--- config.mk ---
export PLATFORM = sky130hd
export DESIGN_NAME = fetch_unit
export DESIGN_NICKNAME = d
export VERILOG_FILES = /design/src/rtl/fetch_unit.sv
export SDC_FILE = /design/constraint.sdc
export NUM_CORES = 1
export LEC_CHECK = 0
export CAP_MARGIN = 10
export CORE_MARGIN = 2
export CORE_UTILIZATION = 25
export DETAILED_ROUTE_END_ITERATION = 6
export PLACE_DENSITY_LB_ADDON = 0.1
export SETUP_SLACK_MARGIN = 0.3
export SLEW_MARGIN = 20
export SYNTH_ARGS = -nofsm -noshare
export SYNTH_HDL_FRONTEND = slang
export SYNTH_SLANG_ARGS = --single-unit
--- constraint.sdc ---
create_clock -name clk -period 1.3 [get_ports clk]
set_input_delay 0.13 -clock clk [delete_from_list [all_inputs] [get_ports clk]]
set_output_delay 0.13 -clock clk [all_outputs]
set_load 0.03 [all_outputs]
--- src/rtl/fetch_unit.sv ---
// rtl/fetch_unit.sv - instruction fetch stage: PC, imem handshake, IF/ID register, skid buffer, link register
module fetch_unit #(
    parameter int              AW     = 8,
    parameter int              IW     = 16,
    parameter logic [AW-1:0]   RST_PC = '0
) (
    input  logic          clk,
    input  logic          rst,
    output logic          imem_req,
    output logic [AW-1:0] imem_addr,
    input  logic          imem_ack,
    input  logic [IW-1:0] imem_data,
    input  logic [1:0]    pc_sec,
    input  logic [AW-1:0] br_target,
    input  logic          lr_we,
    input  logic          stall,
    output logic [IW-1:0] if_id_ins,
    output logic [AW-1:0] if_id_pc,
    output logic          if_id_valid,
    output logic [AW-1:0] lr_out
);

    typedef enum logic [1:0] {S_IDLE, S_REQ, S_HOLD} state_t;

    state_t        state, state_n;
    logic [AW-1:0] pc, pc_n;
    logic [IW-1:0] ins_q, ins_n, skid_ins, skid_ins_n;
    logic [AW-1:0] ipc_q, ipc_n, skid_pc, skid_pc_n, lr_q, lr_n;
    logic          valid_q, valid_n, skid_valid, skid_valid_n;
    logic          redirect;

    // pc_sec=10 is deliberately treated as sequential, so only bit 0 selects a redirect
    assign redirect = pc_sec[0];

    always_ff @(posedge clk) begin
        if (rst) begin
            state      <= S_IDLE;
            pc         <= RST_PC;
            ins_q      <= '0;
            ipc_q      <= '0;
            valid_q    <= 1'b0;
            skid_ins   <= '0;
            skid_pc    <= '0;
            skid_valid <= 1'b0;
            lr_q       <= '0;
        end else begin
            state      <= state_n;
            pc         <= pc_n;
            ins_q      <= ins_n;
            ipc_q      <= ipc_n;
            valid_q    <= valid_n;
            skid_ins   <= skid_ins_n;
            skid_pc    <= skid_pc_n;
            skid_valid <= skid_valid_n;
            lr_q       <= lr_n;
        end
    end

    always_comb begin
        state_n      = state;
        pc_n         = pc;
        ins_n        = ins_q;
        ipc_n        = ipc_q;
        valid_n      = valid_q;
        skid_ins_n   = skid_ins;
        skid_pc_n    = skid_pc;
        skid_valid_n = skid_valid;
        lr_n         = lr_q;

        if (redirect) begin
            pc_n         = pc_sec[1] ? lr_q : br_target;
            valid_n      = 1'b0;
            skid_valid_n = 1'b0;
            state_n      = S_REQ;
        end else begin
            case (state)
                S_IDLE: state_n = S_REQ;
                S_REQ: begin
                    if (imem_ack) begin
                        if (!stall || !valid_q) begin
                            ins_n   = imem_data;
                            ipc_n   = pc;
                            valid_n = 1'b1;
                        end else begin
                            skid_ins_n   = imem_data;
                            skid_pc_n    = pc;
                            skid_valid_n = 1'b1;
                            state_n      = S_HOLD;
                        end
                        pc_n = pc + AW'(1);
                    end else if (!stall) begin
                        valid_n = 1'b0;
                    end
                end
                S_HOLD: begin
                    if (!stall) begin
                        ins_n        = skid_ins;
                        ipc_n        = skid_pc;
                        valid_n      = 1'b1;
                        skid_valid_n = 1'b0;
                        state_n      = S_REQ;
                    end
                end
                default: state_n = S_IDLE;
            endcase
        end

        // Link capture sees the pre-edge IF/ID, so a same-cycle return still uses the old lr
        if (lr_we && valid_q)
            lr_n = ipc_q + AW'(1);
    end

    assign imem_req    = (state == S_REQ);
    assign imem_addr   = pc;
    assign if_id_ins   = ins_q;
    assign if_id_pc    = ipc_q;
    assign if_id_valid = valid_q;
    assign lr_out      = lr_q;

endmodule

==> metrics.csv <==
stage,metric,value,unit
status,status,"finished, violations left",
status,violations,negative setup slack,
synthesis,ys_top_cells_by_area,"dfxtp_1 39%, mux2i_1 9.4%, a311oi_1 7.7%",
cts,numCtsBuffers,9,
sta,hold_slack,0.252,ns
synthesis,synth_nets,387,
sta,period_minus_slack,1.31,ns
critical_path,crit_type,reg -> reg,
critical_path,critPathTopFamily,compound AO/OA/AOI/OAI gates,
cells_and_area,n_antenna_cell,0,
pwr,p_leak,2.25,nW
synthesis,synth_top_cell_by_area,dfxtp_1,
floorplan,rows,42,
critical_path,cp.arrival,1.53,ns
synthesis,synth-seq-cells,67,
synthesis,synth_common_cells,"67 x dfxtp_1, 32 x mux2i_1, 32 x nand3_1",
routing,dr.pass1.iters,4,
min_path,hold_start,rst,
cts,cts_tree,done,
synthesis,ys_warn_count,0,
min_path,min_path_cells,3,
critical_path,reg2reg_from,state[1],
cts,cts_buffer_depth,2,
sta,finalClockSkew,0.00517,ns
critical_path,end_kind,register,
synthesis,async_flop_share,0,
pwr,totalPowerFinal,5.90,mW
cells_and_area,area_delta_synth_final,77.1,%
critical_path,crit_chain,"nor4b_4, buf_6, buf_12, a311oi_1, a211oi_2",
global_routing,grt_start_max_net_pins,37,
routing,wirelength,12500,um
global_routing,grt_pass1_vias,3385,
critical_path,crit_buf_inv,2,
min_path,min_to,skid_pc[3],
critical_path,crit_slowest_cell,dfxtp_4,
synthesis,synth_simple_gate_area_frac,0.119,
global_routing,antenna_found_initial,0,
floorplan,initial_core_util,0.257,
synthesis,ys.flop_type,dfxtp_1,
cts,htreeDepth,3,
routing,drt_iter0_markers,151,
cts,cts_hold_buf,0,
synthesis,synth_fa_ha_area_frac,0.00733,
synthesis,synth_edf_count,0,
routing,drc,0,
synthesis,synth_top_family_by_area,compound AO/OA/AOI/OAI gates,
pwr,peakVddDrop,606,uV
pwr,power.density,977,mW/mm^2
placement,port_buffers,72,
sta,final-hold-violation-count,0,
cts,clk_latency,0.34,ns
sta,worst_pin_slew,0.307,ns
synthesis,yosys.area_share.xor_xnor,0.0128,
synthesis,netlist_instances,354,
cells_and_area,drive_gt1_frac,0.614,
synthesis,yosysTopAreaCellShare,0.393,
placement,dp_cells,605,
synthesis,netlist_area,0.00341,mm^2
sta,worst_slack,-0.00524,ns
cts,clock-sinks,67,
routing,drtAntennaViolNets,0,
critical_path,rr_endpoint,if_id_pc[4],
placement,gp_congestion,0.748,
floorplan,dieArea,0.0146,mm^2
sta,clock.fmax,766,MHz
routing,routed_via_density,5.05,
floorplan,fp.dieW,121,um
critical_path,r2r_slack,-0.005,ns
floorplan,design.core.area,0.0133,mm^2
synthesis,synth-compound-area-share,0.294,
routing,vias,3337,
placement,hpwl,7740,um
synthesis,synth_most_common_cell,dfxtp_1,
sta,slew_violations,0,
global_routing,overflow,0,
sta,setup_violations,2,
sta,relSlewSlack,0.794,
cts,root_buffer,clkbuf_16,
min_path,hold_class,in -> reg,
critical_path,path_depth,5,
synthesis,synth_mux_area_frac,0.0938,
floorplan,ios,73,
synthesis,yosysSeqAreaShare,0.393,
routing,wl_per_cell,18.9,um
critical_path,worst_r2r_path_depth,5,
cells_and_area,layout.cells.non_filler,661,
floorplan,die_h,121,um
critical_path,critPathLaunchType,register,
critical_path,cp_slowest_stage_delay,0.35,ns
flow_run,max_cap_viol_count,0,
sta,rsz0062_at_grt,true,
critical_path,worstPathMaxFanout,12,
synthesis,syn_area_per_cell,9.64,um^2
cts,path_clk_slew,0.06,ns
cells_and_area,final_net_count,513,
global_routing,track_usage,0.170,
critical_path,cp_data_required_time,1.52,ns
sta,tns,-0.00963,ns
sta,fin_crit_sh,1.00,
synthesis,synth_cell_types,37,
global_routing,grt_pass1_wl,19000,um
## what timing repair did
action                                 CTS  global route
pin swaps                               17            20
setup endpoints to repair              108            92
endpoints found under the hold margin    0             0
setup buffers                           20            16
gates cloned                             2             2
resized for setup                      351            68
## where the power goes
part           switching [mW]  internal [mW]  total, mW  leakage [nW]
clock                   0.997           1.52       2.52         0.156
sequential             0.0937           2.12       2.21         0.567
combinational           0.573          0.602       1.18          1.53
## cell usage in the layout (no fill, tap or decap), types with 4 or more instances in the layout
cell type / n
dfxtp_2: 26
dfxtp_1: 25
a311oi_2: 12
a21oi_2: 11
mux2i_2: 7
buf_4: 35
o21ai_0: 22
clkdlybuf4s50_1: 27
or3_1: 6
buf_12: 19
o21ai_1: 7
a311oi_1: 18
mux2i_1: 25
a211oi_2: 28
dfxtp_4: 16
nand3_2: 26
a21oi_1: 18
buf_6: 67
clkbuf_16: 13
a21o_1: 5
o31a_1: 4
nor2_1: 8
## how the worst max path moves through the flow
stage,start,endpoint,slack (ns)
floorplan,state[1],if_id_pc[5],-0.03
global placement,stall,skid_ins[4],-0.40
detailed placement,pc_sec[0],if_id_pc[4],-0.41
CTS,state[1],imem_req,-0.02
global route,state[1],imem_req,-0.05
finish,state[1],if_id_pc[4],-0.005
## worst min-delay path: cells and delay by family
| kind | cells | cell delay, ns |
|---|---|---|
| buffers and inverters | 2 | 0.32 |
| AOI/OAI and AO/OA | 1 | 0.10 |
## stage by stage
stage / setup WS (ns) / util / instance area [um^2]
2_1_floorplan: -0.0267 / - / 3680
3_3_place_gp: -0.396 / 0.356 / 4740
3_5_place_dp: -0.411 / 0.356 / 4740
4_1_cts: -0.0216 / 0.424 / 5640
5_1_grt: -0.0473 / 0.455 / 6040
6_report: -0.00524 / 0.455 / 6040
## layout make-up
| type | instances | area (um^2) |
|---|---|---|
| clock inverter | 5 | 30.0 |
| fill | 1293 | 7250 |
| tap | 176 | 220 |
| inverter | 2 | 7.51 |
| timing repair buffer | 154 | 1770 |
| clock buffer | 11 | 275 |
| sequential | 67 | 1430 |
| multi-input combinational | 246 | 2310 |
## registers in the layout (all words and copies together) (netlist names)
name / flops
if_id_valid: 1
lr_out: 8
state: 2
if_id_ins: 16
imem_addr: 8
if_id_pc: 8
skid_pc: 8
skid_ins: 16
## kinds of logic (layout without fill, tap and decap cells)
kind of cell / count (synthesis) / in the layout
AND/OR/NAND/NOR: 72 / 73
XOR/XNOR: 5 / 5
flip-flops: 67 / 67
multiplexers: 32 / 32
AO/OA/AOI/OAI: 134 / 134
buffers and inverters: 42 / 172
adder cells (fa/ha/maj): 2 / 2
## per-layer routing
| metal | track usage | vias to the layer above | share of wire |
|---|---|---|---|
| li1 | - | 1624 | - |
| met2 | 0.291 | 65 | 0.50 |
| met1 | 0.211 | 1637 | 0.44 |
| met5 | 0 | - | 0 |
| met4 | 0.0545 | 0 | 0.014 |
| met3 | 0.0406 | 11 | 0.042 |
Note: power is estimated with default switching activity, not from simulation.
